**src/rtl/fetch_pkg.sv**
```systemverilog
// Shared types and constants for the instruction fetch unit.
// Used by fetch_queue and instr_fetch.
package fetch_pkg;

    localparam int INSTR_W = 32;
    localparam int ADDR_W  = 32;
    localparam int PC_STEP = 4;

    localparam logic [ADDR_W-1:0]  RESET_PC_DEF = 32'h0000_0000;
    localparam logic [INSTR_W-1:0] NOP          = 32'h0000_0013;

    typedef enum logic [1:0] {
        Q_EMPTY = 2'd0,
        Q_ONE   = 2'd1,
        Q_FULL  = 2'd2
    } q_state_t;

    typedef struct packed {
        logic [ADDR_W-1:0]  pc;
        logic [INSTR_W-1:0] instr;
    } fetch_entry_t;

    function automatic logic [ADDR_W-1:0] align_pc(
        input logic [ADDR_W-1:0] addr
    );
        return {addr[ADDR_W-1:2], 2'b00};
    endfunction

    function automatic logic is_misaligned(
        input logic [ADDR_W-1:0] addr
    );
        return addr[1:0] != 2'b00;
    endfunction

endpackage

```
**src/rtl/fetch_queue.sv**
```systemverilog
// Two-entry FIFO of {pc, instr} with flush; flush beats push and pop.
// Head reads as zero while the queue is empty.
module fetch_queue
    import fetch_pkg::*;
(
    input  logic         clk,
    input  logic         rst,
    input  logic         push,
    input  logic         pop,
    input  logic         flush,
    input  fetch_entry_t push_entry,
    output fetch_entry_t head,
    output logic [1:0]   count
);

    fetch_entry_t slots [2];
    q_state_t     state;
    logic         rd_ptr;
    logic         wr_ptr;
    logic         do_push;
    logic         do_pop;

    assign do_pop  = pop & (state != Q_EMPTY);
    assign do_push = push & ((state != Q_FULL) | do_pop);
    assign count   = state;

    always_comb begin
        head = '0;
        if (state != Q_EMPTY) begin
            head = slots[rd_ptr];
        end
    end

    always_ff @(posedge clk or posedge rst) begin
        if (rst) begin
            state    <= Q_EMPTY;
            rd_ptr   <= 1'b0;
            wr_ptr   <= 1'b0;
            slots[0] <= '{pc: '0, instr: NOP};
            slots[1] <= '{pc: '0, instr: NOP};
        end else if (flush) begin
            state  <= Q_EMPTY;
            rd_ptr <= 1'b0;
            wr_ptr <= 1'b0;
        end else begin
            // When full, wr_ptr aliases rd_ptr; that slot is being popped.
            if (do_push) begin
                slots[wr_ptr] <= push_entry;
                wr_ptr        <= ~wr_ptr;
            end
            if (do_pop) begin
                rd_ptr <= ~rd_ptr;
            end
            unique case (1'b1)
                do_push & ~do_pop: begin
                    state <= (state == Q_EMPTY) ? Q_ONE : Q_FULL;
                end
                do_pop & ~do_push: begin
                    state <= (state == Q_FULL) ? Q_ONE : Q_EMPTY;
                end
                default: begin
                    state <= state;
                end
            endcase
        end
    end

endmodule

```
**src/rtl/instr_fetch.sv**
```systemverilog
// Fetch stage: PC register, redirect handling and a 2-entry fetch queue.
// Memory is external; only PC and Instruction_Code cross the boundary.
module instr_fetch
    import fetch_pkg::*;
#(
    parameter logic [ADDR_W-1:0] RESET_PC = RESET_PC_DEF,
    parameter int                DEPTH    = 2
) (
    input  logic               CLK,
    input  logic               RST,
    output logic [ADDR_W-1:0]  PC,
    input  logic [INSTR_W-1:0] Instruction_Code,
    input  logic               Redirect_Valid,
    input  logic [ADDR_W-1:0]  Redirect_Target,
    output logic               Out_Valid,
    output logic [INSTR_W-1:0] Out_Instr,
    output logic [ADDR_W-1:0]  Out_PC,
    input  logic               Out_Ready,
    output logic               Misalign_Err
);

    localparam logic [1:0] DEPTH_CNT = 2'(DEPTH);

    logic [ADDR_W-1:0] pc_q;
    logic              err_q;
    logic [1:0]        q_count;
    logic              push;
    logic              pop;
    fetch_entry_t      tail_entry;
    fetch_entry_t      head_entry;

    assign Out_Valid = (q_count != 2'd0);
    // A redirecting cycle never consumes the head.
    assign pop  = Out_Valid & Out_Ready & ~Redirect_Valid;
    assign push = ~Redirect_Valid & ((q_count < DEPTH_CNT) | pop);

    assign tail_entry = '{pc: pc_q, instr: Instruction_Code};

    fetch_queue u_queue (
        .clk        (CLK),
        .rst        (RST),
        .push       (push),
        .pop        (pop),
        .flush      (Redirect_Valid),
        .push_entry (tail_entry),
        .head       (head_entry),
        .count      (q_count)
    );

    assign Out_Instr    = head_entry.instr;
    assign Out_PC       = head_entry.pc;
    assign PC           = pc_q;
    assign Misalign_Err = err_q;

    always_ff @(posedge CLK or posedge RST) begin
        if (RST) begin
            pc_q  <= RESET_PC;
            err_q <= 1'b0;
        end else if (Redirect_Valid) begin
            pc_q  <= align_pc(Redirect_Target);
            err_q <= err_q | is_misaligned(Redirect_Target);
        end else if (push) begin
            pc_q <= pc_q + ADDR_W'(PC_STEP);
        end
    end

endmodule

```
**config.mk**
```make
export PLATFORM = sky130hd
export DESIGN_NAME = instr_fetch
export DESIGN_NICKNAME = d
export VERILOG_FILES = /design/src/rtl/fetch_pkg.sv /design/src/rtl/fetch_queue.sv /design/src/rtl/instr_fetch.sv
export SDC_FILE = /design/constraint.sdc
export NUM_CORES = 1
export LEC_CHECK = 0
export CAP_MARGIN = 20
export CORE_ASPECT_RATIO = 1.4
export CORE_MARGIN = 2
export CORE_UTILIZATION = 49
export DETAILED_ROUTE_END_ITERATION = 10
export GPL_ROUTABILITY_DRIVEN = 0
export PLACE_DENSITY = 0.76
export SYNTH_ARGS = -nofsm -noshare
export SYNTH_HDL_FRONTEND = slang
export SYNTH_SLANG_ARGS = --single-unit
```
**constraint.sdc**
```tcl
create_clock -name CLK -period 9.1 [get_ports CLK]
set_input_delay 0.91 -clock CLK [delete_from_list [all_inputs] [get_ports CLK]]
set_output_delay 0.91 -clock CLK [all_outputs]
set_load 0.02 [all_outputs]
```
# Word level (Yosys, flattened, before mapping)
# Cells that the tools add are included.
dict set report word_totals {
  latchBits 0
  ram_bits 0
  mem_count 0
  register_bits 165
  wordCells 59
  mem_bits_ro 0
  inputBits 68
  out_inout_bits 98
}
dict set report classes {
  mux 17
  add_sub_neg 1
  n_mul 0
  div 0
  eq_ne 2
  reduce_logical 9
  n_bitwise 17
  magnitude_cmp 4
  shifts 0
}
# operator count
set ops {}
lappend ops {{$mux 64} 5}
lappend ops {{$bwmux 128} 1}
lappend ops {{$demux 64 s1} 1}
lappend ops {{$mux 32} 2}
lappend ops {{$add 32x3->32 const B} 1}
lappend ops {{$reduce_bool 2->1} 5}
lappend ops {{$and 1x1->1} 7}
lappend ops {{$mux 1} 5}
lappend ops {{$not 1->1} 5}
lappend ops {{$ge 2x2->1 const B} 2}
lappend ops {{$mux 2} 2}
lappend ops {{$not 1->2} 2}
lappend ops {{$pmux 2 s2} 1}
lappend ops {{$or 1x1->1} 3}
lappend ops {{$reduce_bool 3->1} 1}
lappend ops {{$eq 2x2->1 const B} 1}
lappend ops {{$logic_not 2->1} 1}
lappend ops {{$lt 2x1->1 const B} 1}
lappend ops {{$lt 2x2->1 const B} 1}
lappend ops {{$ne 2x2->1 const B} 1}
lappend ops {{$reduce_and 2->1} 1}
lappend ops {{$logic_and 1x1->1} 1}

# Depth between registers and ports, before layout
# Gate-level depths: netlist (run 1).
dict set report depth {
  word_depth 10
  depth_mapped 6
  ltp_nobuf 5
}

# Cells and area by module
# A second synthesis (run 1) with hierarchy kept.
dict set report unflattened {
  cells_unflattened 630
  area_unflattened_um2 7910.1
}
# module instances cells_per_inst seq_area_each_um2 area_each_um2
set by_module_without_submodules {}
lappend by_module_without_submodules {fetch_queue 1 435 3310.7 6103.4}
lappend by_module_without_submodules {instr_fetch 1 195 775.7 1806.7}

# Worst setup path after synthesis (run 1)
# No wires, ideal clock.
dict set report synth_path {
  path_type {register to output}
  start {reg u_queue.rd_ptr}
  end {out Out_Instr[10]}
  path_buffers 2
  t_required_ns 8.190
  path_slack_ns 6.684
  path_stages_with_launch 5
  arrival_time_ns 1.506
  cell_sequence {dfrtp_1 -> clkbuf_1 -> buf_1 -> mux2i_1 -> nor2_1}
}
dict set report synth_via {
  elab_chain_cells 5
}
# element line_no
set synth_lines {}
lappend synth_lines {{from (decl)} fetch_queue.sv:18} ;# logic rd_ptr;
lappend synth_lines {{from (signal assigned)} fetch_queue.sv:52} ;# rd_ptr <= ~rd_ptr;
lappend synth_lines {{$not 1->2 (implied by the code)} fetch_queue.sv:30} ;# head = slots[rd_ptr];
lappend synth_lines {{$mux 64 (implied by the code) (3 in a row)} fetch_queue.sv:30}
lappend synth_lines {{$mux 64} fetch_queue.sv:29} ;# if (state != Q_EMPTY) begin
lappend synth_lines {{to (decl)} instr_fetch.sv:16} ;# output logic [INSTR_W-1:0] Out_Instr,
# Every way passes these cells. The select of a mux whose other input is x is not followed.

# Worst setup path after layout (run 1)
dict set report layout_path {
  start {reg u_queue.state[1] (netlist: u_queue.count[1])}
  end {out Out_Instr[24]}
}
dict set report layout_via {
  elab_chain_cells 2
}
# element line_no
set layout_lines {}
lappend layout_lines {{from (decl)} fetch_queue.sv:17} ;# q_state_t state;
lappend layout_lines {{from (signal assigned)} fetch_queue.sv:56} ;# state <= (state == Q_EMPTY) ? Q_ONE : Q_FULL;
lappend layout_lines {{from (signal assigned)} fetch_queue.sv:59} ;# state <= (state == Q_FULL) ? Q_ONE : Q_EMPTY;
lappend layout_lines {{from (signal assigned)} fetch_queue.sv:62} ;# state <= state;
lappend layout_lines {{$reduce_bool 2->1} fetch_queue.sv:29}
lappend layout_lines {{$mux 64} fetch_queue.sv:29}
# Every way passes these cells.

==> results of run 1 <==
-- cells by family after synthesis --
logic type                 count (synthesis)  synth area share (%)
muxes                                    189                  27.0
and+or+nand+nor                          164                  10.2
DFF                                      159                  52.4
AOI/OAI and AO/OA                         60                  5.22
buffers and inverters                     56                  3.34
xor gates and xnor gates                  14                  1.61
adders and majority gates                  1                 0.165
other                                      1                0.0493
-- cells in the final DEF (no fill, tap or decap), drive strengths merged, types with 3 or more instances in the layout --
master           n
conb             4
nor4             3
mux2           126
or4             11
nand4           10
clkinvlp         3
mux2i           63
a21oi            8
dfrtp          153
and4             4
clkinv           3
nand3           10
buf              6
a211oi           4
nor2b            3
clkdlybuf4s50  161
a31oi           10
xnor2           12
nor2            80
inv             16
o31ai            8
or3              5
a2111oi          4
clkbuf          19
o21ai           16
dfstp            6
nand2           30
-- worst min path at each step --
stage | startpoint | to | slack (ps) | depth (start not counted)
floorplan | u_queue.slots[16]$_DFFE_PP0P_ | u_queue.slots[16]$_DFFE_PP0P_ | 480 | 1
global placement | Misalign_Err$_DFFE_PP0P_ | Misalign_Err$_DFFE_PP0P_ | 460 | 1
detailed placement | Misalign_Err$_DFFE_PP0P_ | Misalign_Err$_DFFE_PP0P_ | 460 | 1
CTS | Misalign_Err$_DFFE_PP0P_ | Misalign_Err$_DFFE_PP0P_ | 490 | 1
global route | Misalign_Err$_DFFE_PP0P_ | Misalign_Err$_DFFE_PP0P_ | 500 | 1
finish | Misalign_Err$_DFFE_PP0P_ | Misalign_Err$_DFFE_PP0P_ | 480 | 1
-- final cells by class --
cell class                      count  area (µm²)
Fill cell                        1178        5180
Sequential cell                   159        3990
Multi-Input combinational cell    432        3390
Timing Repair Buffer              167        1680
Clock buffer                       19         443
Tap cell                          192         240
Clock inverter                     13         151
Inverter                           11        46.3
-- metal layers --
metal	track usage (%)	vias up	routed length, µm
met5	0	-	0
met3	4.09	25	808
met4	8.99	0	442
met2	39.7	170	9480
li1	-	2581	-
met1	26.7	2798	7470
-- power breakdown --
| part | switching [mW] | internal, mW |
|---|---|---|
| Combinational | 0.292 | 0.348 |
| Clock | 0.298 | 0.418 |
| Sequential | 0.121 | 0.882 |
-- registers in the layout (all words and copies together) (netlist names) --
register        count
Misalign_Err        1
u_queue.rd_ptr      1
u_queue.count       2
u_queue.slots     124
u_queue.wr_ptr      1
PC                 30
==> flow_summary.toml, run 1 <==
[grt]
grt_pass1_wl_um = 28700
antenna_found_initial = 0
grt_pass1_vias = 5804
grt_overflow_total = 0
grt_use_total_pct = 22.4
grt_max_degree = 106

[yosys]
ys.warnings.count = 0
synthFlopType = "dfrtp_1"
yosysTopAreaCell = "dfrtp_1"
synth.area.top_cells = "dfrtp_1, mux2_2, mux2i_1"
synth_edf_count = 0
yosysSeqAreaShare_pct = 52.4
ys_top_cells_by_count = "dfrtp_1, mux2_2, nor2_1, mux2i_1, clkbuf_1"
synth_cell_types = 49
syn_area_um2 = 7600
synth_cells = 644
ys_seq_elements = 159
synthArstFlopShare_pct = 100
yosysMostFrequentCell = "dfrtp_1"
syn_avg_cell_area_um2 = 11.8
synth_top_cell_area_share_pct = 50.4

[drt]
routed_wl_um = 18200
drt-vias-per-instance = 5.61
drt-pass1-iter-count = 4
drt-initial-drc-count = 321
ant_nets = 0
drc_errors = 0
wl_per_cell_um = 18.3
via_count = 5574

[power_and_ir_drop]
p_leak_nw = 3.96
p_total_mw = 2.36
powerDensity_nw_per_um2 = 237
irDropWorstVdd_mv = 0.122

[finish]
area_delta_synth_final_pct = 30.7
finalNonFillerCells = 993
final_core_util_pct = 65.7
fin_area_um2 = 9940
nNetsFinal = 857
drive_gt1_share_pct = 22.2
antenna_cells = 0

[clock_network]
cts_buffers = 17
cts-root-buf = "clkbuf_16"
hold_buffers = 0
h-tree-depth = 4
clock_path_buffers = 2
cts_tree = "built"
post_cts_resize_count = 0
post_cts_buffers = 0
insertion_delay_ps = 420
clkTransAtPathRegs_ps = 70
clock_sinks = 159

[timing]
setup_ws_ps = 5290
holdWs_ps = 479
finalClockSkew_ps = 9.95
rsz0062_at_grt = "false"
tightest_slew_ps = 922
max_slew_margin_pct = 38.5
hold_violations = 0
post-route-period-util_pct = 41.9
fmax_mhz = 262
setup_viol = 0
tns_ps = 0
final-max-slew-violation-count = 0
period_needed_ps = 3810

[critical_path]
r2r_start = "u_queue.count[1]$_DFFE_PP0P_"
cp.required_ps = 8190
start_kind = "flop"
critPathTopFamily = "buffers and inverters"
path_depth = 4
crit_path_top_delay_cell = "nor2_4"
critical-path-max-stage-delay_ps = 680
endpoint = "Out_Instr[24]"
rr_endpoint = "u_queue.slots[93]$_DFFE_PP0P_"
endpoint_kind = "output pin"
crit_arrival_ps = 2900
rr_worst_depth = 4
worst-setup-path-type = "reg -> out"
worstSetupStartpoint = "u_queue.count[1]$_DFFE_PP0P_"
crit_chain = "nor2_4 -> buf_4 -> nor2_1 -> clkdlybuf4s50_1"
r2r_slack_ps = 6410
critPathBufInv = 2
crit_fanout = 33

[die]
initial_utilization_pct = 50.3
die_area_um2 = 16500
die_y_um = 151
num_rows = 53
chipWidth_um = 109
core-area_um2 = 15100
ios = 166

[place]
placed_area_um2 = 9310
dp_hpwl_um = 11900
numPortBuffers = 161
place_inst = 960
place_ws_ps = 5620

[run]
cap_violations = 0

[hold_path]
hold_class = "reg -> reg"

[status]
status = "complete, no violations"
No activity file was read; power rests on OpenSTA's default activity.
==> run 2, diff against run 1 <==
- CORE_UTILIZATION: 49 -> 46
- PLACE_DENSITY: 0.76 -> 0.75
- clock period: 9.1 -> 3.5 ns (I/O delays scaled with it)
==> run 2 against run 1 <==
  * Combinational power increased to 2.6 times the previous value
  * Setup slack got worse by 4600 ps
  * Sequential share of layout area decreased by 0.31 points
  * Global-route usage decreased by 0.76 points
  * Clock skew increased by 0.62 ps
  * First-iteration DRC count decreased by 19%
  * Core utilization decreased by 3.8 points
  * Critical endpoint is now Out_PC[24]
  * Largest cell class unchanged
==> flow_summary.toml, run 2 (synthesis results as in run 1) <==
[finish]
nNetsFinal = 863
area_delta_synth_final_pct = 31.7
regMostFlops = "u_queue.slots"
drive_gt1_share_pct = 22.6
mostFrequentLayoutCell = "clkdlybuf4s50_1"
antenna_cells = 0
finalNonFillerCells = 1006
final_cell_mix = "clkdlybuf4s50_1, dfrtp_1, mux2_2"
fillers = 1271
largest_reg_flops = 124

[timing]
rsz0062_at_grt = "false"
setup_ws_ps = 698
tns_ps = 0
post-route-period-util_pct = 80.1
max_slew_margin_pct = 51.2
finalClockSkew_ps = 10.6
setup_viol = 0
hold_violations = 0
fmax_mhz = 357
final-max-slew-violation-count = 0
period_needed_ps = 2800
tightest_slew_ps = 732

[drt]
drt-pass1-iter-count = 7
via_count = 5549
routed_wl_um = 18300
ant_nets = 0
drc_errors = 0
wl_per_cell_um = 18.2
drt-vias-per-instance = 5.52
drt-initial-drc-count = 260

[clock_network]
cts-root-buf = "clkbuf_16"
insertion_delay_ps = 420
post_cts_buffers = 0
post_cts_resize_count = 0
cts_tree = "built"
h-tree-depth = 4
clock_path_buffers = 2
clock_sinks = 159
cts_buffers = 17
clkTransAtPathRegs_ps = 60
hold_buffers = 0

[critical_path]
crit_path_top_delay_cell = "clkdlybuf4s50_1"
r2r_start = "u_queue.count[1]$_DFFE_PP0P_"
cp.required_ps = 3150
rr_endpoint = "u_queue.slots[21]$_DFFE_PP0P_"
worst-setup-path-type = "reg -> out"
rr_worst_depth = 5
r2r_slack_ps = 1110
crit_fanout = 30
crit_chain = "buf_4 -> mux2i_1 -> nor2_1 -> clkdlybuf4s50_1"
start_kind = "flop"
endpoint_kind = "output pin"
critical-path-max-stage-delay_ps = 610
crit_arrival_ps = 2450

[place]
numPortBuffers = 161
place_inst = 974
place_ws_ps = 910
dp_hpwl_um = 12400

[status]
status = "complete, no violations"

[run]
cap_violations = 0

[die]
num_rows = 55
core-area_um2 = 16200
chipWidth_um = 113
initial_utilization_pct = 47.0
ios = 166
die_area_um2 = 17600
die_y_um = 156

[grt]
grt_use_total_pct = 21.6
antenna_found_initial = 0
grt_max_degree = 102
grt_pass1_vias = 5852
grt_pass1_wl_um = 29900
grt_overflow_total = 0

[power_and_ir_drop]
p_total_mw = 6.20
p_leak_nw = 4.01
powerDensity_nw_per_um2 = 619
irDropWorstVdd_mv = 0.333

[hold_path]
hold_class = "in -> async"
run 2: cell types whose count changed in the layout (fill, tap and decap cells not counted), sizes merged:
cell    previous run  this run
buf                6        12
bufinv             2         4
clkbuf            19        21
inv               16         9
clkinv             3         6
run 2: through the flow:
step | utilization, % | hold WS (ps) | cell area (µm²)
floorplan | - | 470 | 7620
global placement | 58.1 | 452 | 9400
detailed placement | 58.1 | 455 | 9400
CTS | 61.9 | 344 | 10000
global route | 61.9 | 383 | 10000
finish | 61.9 | 331 | 10000
run 2: final cells by class:
type	count	area (µm²)	area share, %
clock buffers	21	450	4.50
repair buffers	173	1730	17.2
well taps	199	249	2.49
clock inverters	11	164	1.64
multi-input cells	432	3390	33.8
inverters	11	45.0	0.450
flip-flops and latches	159	3990	39.8
run 2: routing by layer:
layer | routed length (µm) | vias up | track usage [%]
li1 | - | 2591 | -
met1 | 7200 | 2766 | 24.6
met3 | 943 | 30 | 5.59
met5 | 0 | - | 0
met2 | 9740 | 162 | 38.6
met4 | 392 | 0 | 8.54
run 2: how the worst max path moves through the flow:
| stage | start | depth (start not counted) | end |
|---|---|---|---|
| floorplan | RST | 1 | Misalign_Err$_DFFE_PP0P_ |
| global placement | Out_Ready | 5 | PC[24]$_DFFE_PP0P_ |
| detailed placement | Out_Ready | 5 | PC[24]$_DFFE_PP0P_ |
| CTS | u_queue.rd_ptr$_DFFE_PP0P_ | 4 | Out_PC[24] |
| global route | u_queue.rd_ptr$_DFFE_PP0P_ | 4 | Out_Instr[31] |
| finish | u_queue.rd_ptr$_DFFE_PP0P_ | 4 | Out_PC[24] |
run 2: power by group:
group          leakage [nW]  total, mW  switching (mW)  internal [mW]
Combinational          1.86       1.68           0.775          0.908
Clock                 0.297       1.93           0.717           1.21
Sequential             1.85       2.59           0.294           2.29
Total                  4.01       6.20            1.79           4.41
run 2: worst max-delay path: cells and delay by family (launching register included):
kind                   cells  cell delay, ps
buffers and inverters      2            1150
flip-flops                 1             550
multiplexers               1             170
AND/OR/NAND/NOR            1             130
==> run 3, diff against run 2 <==
- clock period: 3.5 -> 2.3 ns (I/O delays scaled with it)
==> run 3 against run 2 <==
  * Cell area rose by 3.2%
  * Global-route usage rose by 0.21 points
  * Die area did not move
  * Power rose by 54%
  * Setup slack got worse by 630 ps
  * Clock skew fell by 4.0 ps
  * Sequential share of layout area fell by 1.2 points
  * Critical endpoint is now Out_PC[30]
==> flow_summary.toml, run 3 (synthesis results as in run 1) <==
[drt]
drc_errors = 0
routed_wl_um = 18600
drt-vias-per-instance = 5.52
wl_per_cell_um = 18.1
drt-initial-drc-count = 224
ant_nets = 0
via_count = 5676
drt-pass1-iter-count = 6

[finish]
mostFrequentLayoutCell = "dfrtp_1"
nNetsFinal = 885
fin_area_um2 = 10300
ff_latch_area_um2 = 3990
antenna_cells = 0
drive_gt1_share_pct = 25.0
final_cell_mix = "dfrtp_1, clkdlybuf4s50_1, mux2_2"
final_core_util_pct = 63.9
area_delta_synth_final_pct = 35.9
multiInputGateArea_um2 = 3390
largest_reg_flops = 124
regMostFlops = "u_queue.slots"
fillers = 1242
finalNonFillerCells = 1028

[power_and_ir_drop]
power.clock.fraction_pct = 31.2
p_leak_nw = 4.51
internal_power_mw = 6.76
p_total_mw = 9.54
switching_share_pct = 29.1
irDropWorstVdd_mv = 0.544
power_frac_comb_pct = 27.9
powerDensity_nw_per_um2 = 923
p_seq_share_pct = 40.8
switching_power_mw = 2.78

[grt]
grtUsageMet1_pct = 25.2
antenna_found_initial = 0
grt_use_total_pct = 21.9
top_usage_layer = "met2"
met2_usage_pct = 39.5
gr-usage-met3_pct = 4.16
grt_max_degree = 58
grt_overflow_total = 0
grt_pass1_vias = 6120
grt_pass1_wl_um = 30600

[clock_network]
hold_buffers = 0
insertion_delay_ps = 420
clock_sinks = 159
post_cts_buffers = 0
cts-root-buf = "clkbuf_16"
h-tree-depth = 4
clkTransAtPathRegs_ps = 60
cts_tree = "built"
cts_buffers = 17
clock_path_buffers = 2

[place]
numPortBuffers = 161
place_inst = 996
placed_area_um2 = 9640
dp_hpwl_um = 13000

[timing]
period_needed_ps = 2240
tightest_slew_ps = 600
setup_viol = 0
hold_violations = 0
rsz0062_at_grt = "false"
fmax_mhz = 447
finalClockSkew_ps = 6.55
final-max-slew-violation-count = 0
post-route-period-util_pct = 97.2
max_slew_margin_pct = 59.0

[critical_path]
crit_chain = "buf_12 -> mux2i_1 -> nor2_1 -> clkdlybuf4s50_1"
worst-setup-path-type = "reg -> out"
crit_path_top_delay_cell = "clkdlybuf4s50_1"
crit_arrival_ps = 2010
cp.required_ps = 2070
start_kind = "flop"
critical-path-max-stage-delay_ps = 620
crit_fanout = 31
endpoint_kind = "output pin"

[hold_path]
hold_class = "in -> async"

[status]
status = "complete, no violations"

[die]
die_area_um2 = 17600
num_rows = 55
initial_utilization_pct = 47.0
chipWidth_um = 113
ios = 166
core-area_um2 = 16200
die_y_um = 156

[run]
cap_violations = 0
==> run 3: changes by cell type in the layout (fill, tap and decap cells not counted), sizes merged, moves of 2 or more <==
cell and change:
clkdlybuf4s50 -31, dlymetal6s2s +25, buf +22, dlygate4sd2 +6
clkbuf -2
==> run 3: worst max-delay path: cells and delay by family (launching register included) <==
family | cells | cell delay [ps]
buffers and inverters | 2 | 820
flip-flops | 1 | 510
multiplexers | 1 | 140
AND/OR/NAND/NOR | 1 | 90
==> run 3: power by group through the flow <==
stage	combinational (mW)	sequential, mW	clock (mW)
after floorplan	1.60	3.89	0
after global placement	2.64	3.87	0
after detailed placement	2.73	3.94	0
after CTS	2.72	3.89	3.04
after global routing	2.87	3.98	3.16
final	2.66	3.90	2.98
==> run 3: per-stage QoR <==
stage | hold WS [ps] | setup TNS (ps) | worst slack [ps]
final | 179 | 0 | 64.3
after global routing | 212 | 0 | 1.15
after CTS | 173 | 0 | 10.7
after detailed placement | 474 | -12.3 | -12.3
after global placement | 451 | 0 | 46.3
after floorplan | 350 | 0 | 60.0
==> run 3: path summary, 6_finish.rpt <==
check	startpoint	end	slack, ps	cells past startpoint
setup / recovery	u_queue.rd_ptr$_DFFE_PP0P_	Out_PC[30]	60	4
min in group CLK	Redirect_Target[8]	PC[8]$_DFFE_PP0P_	360	3
hold / removal	RST	PC[24]$_DFFE_PP0P_	180	2
setup reg to reg	PC[3]$_DFFE_PP0P_	PC[24]$_DFFE_PP0P_	130	5
hold reg to reg	Misalign_Err$_DFFE_PP0P_	Misalign_Err$_DFFE_PP0P_	490	1
max in group asynchronous	RST	u_queue.slots[1]$_DFFE_PP1P_	1460	3
==> run 3: metal layers <==
metal	share of wire (%)	wire length, µm	vias up
met5	0	0	-
met4	2.3	434	0
met3	4.3	799	31
met2	54	10000	162
met1	39	7330	2856
li1	-	-	2627
==> run 3: area by class of cell <==
| cell class | instances | share of cell area, % |
|---|---|---|
| clock inverters | 13 | 1.82 |
| repair buffers | 195 | 19.6 |
| multi-input cells | 432 | 32.8 |
| clock buffers | 19 | 4.29 |
| inverters | 11 | 0.436 |
| flip-flops and latches | 159 | 38.6 |
| well taps | 199 | 2.41 |
==> run 3: timing repair <==
item | 4_1_cts | 5_1_grt
hold endpoints to repair | 0 | 0
resized for setup | 7 | 27
endpoints found under the setup margin | 21 | 26
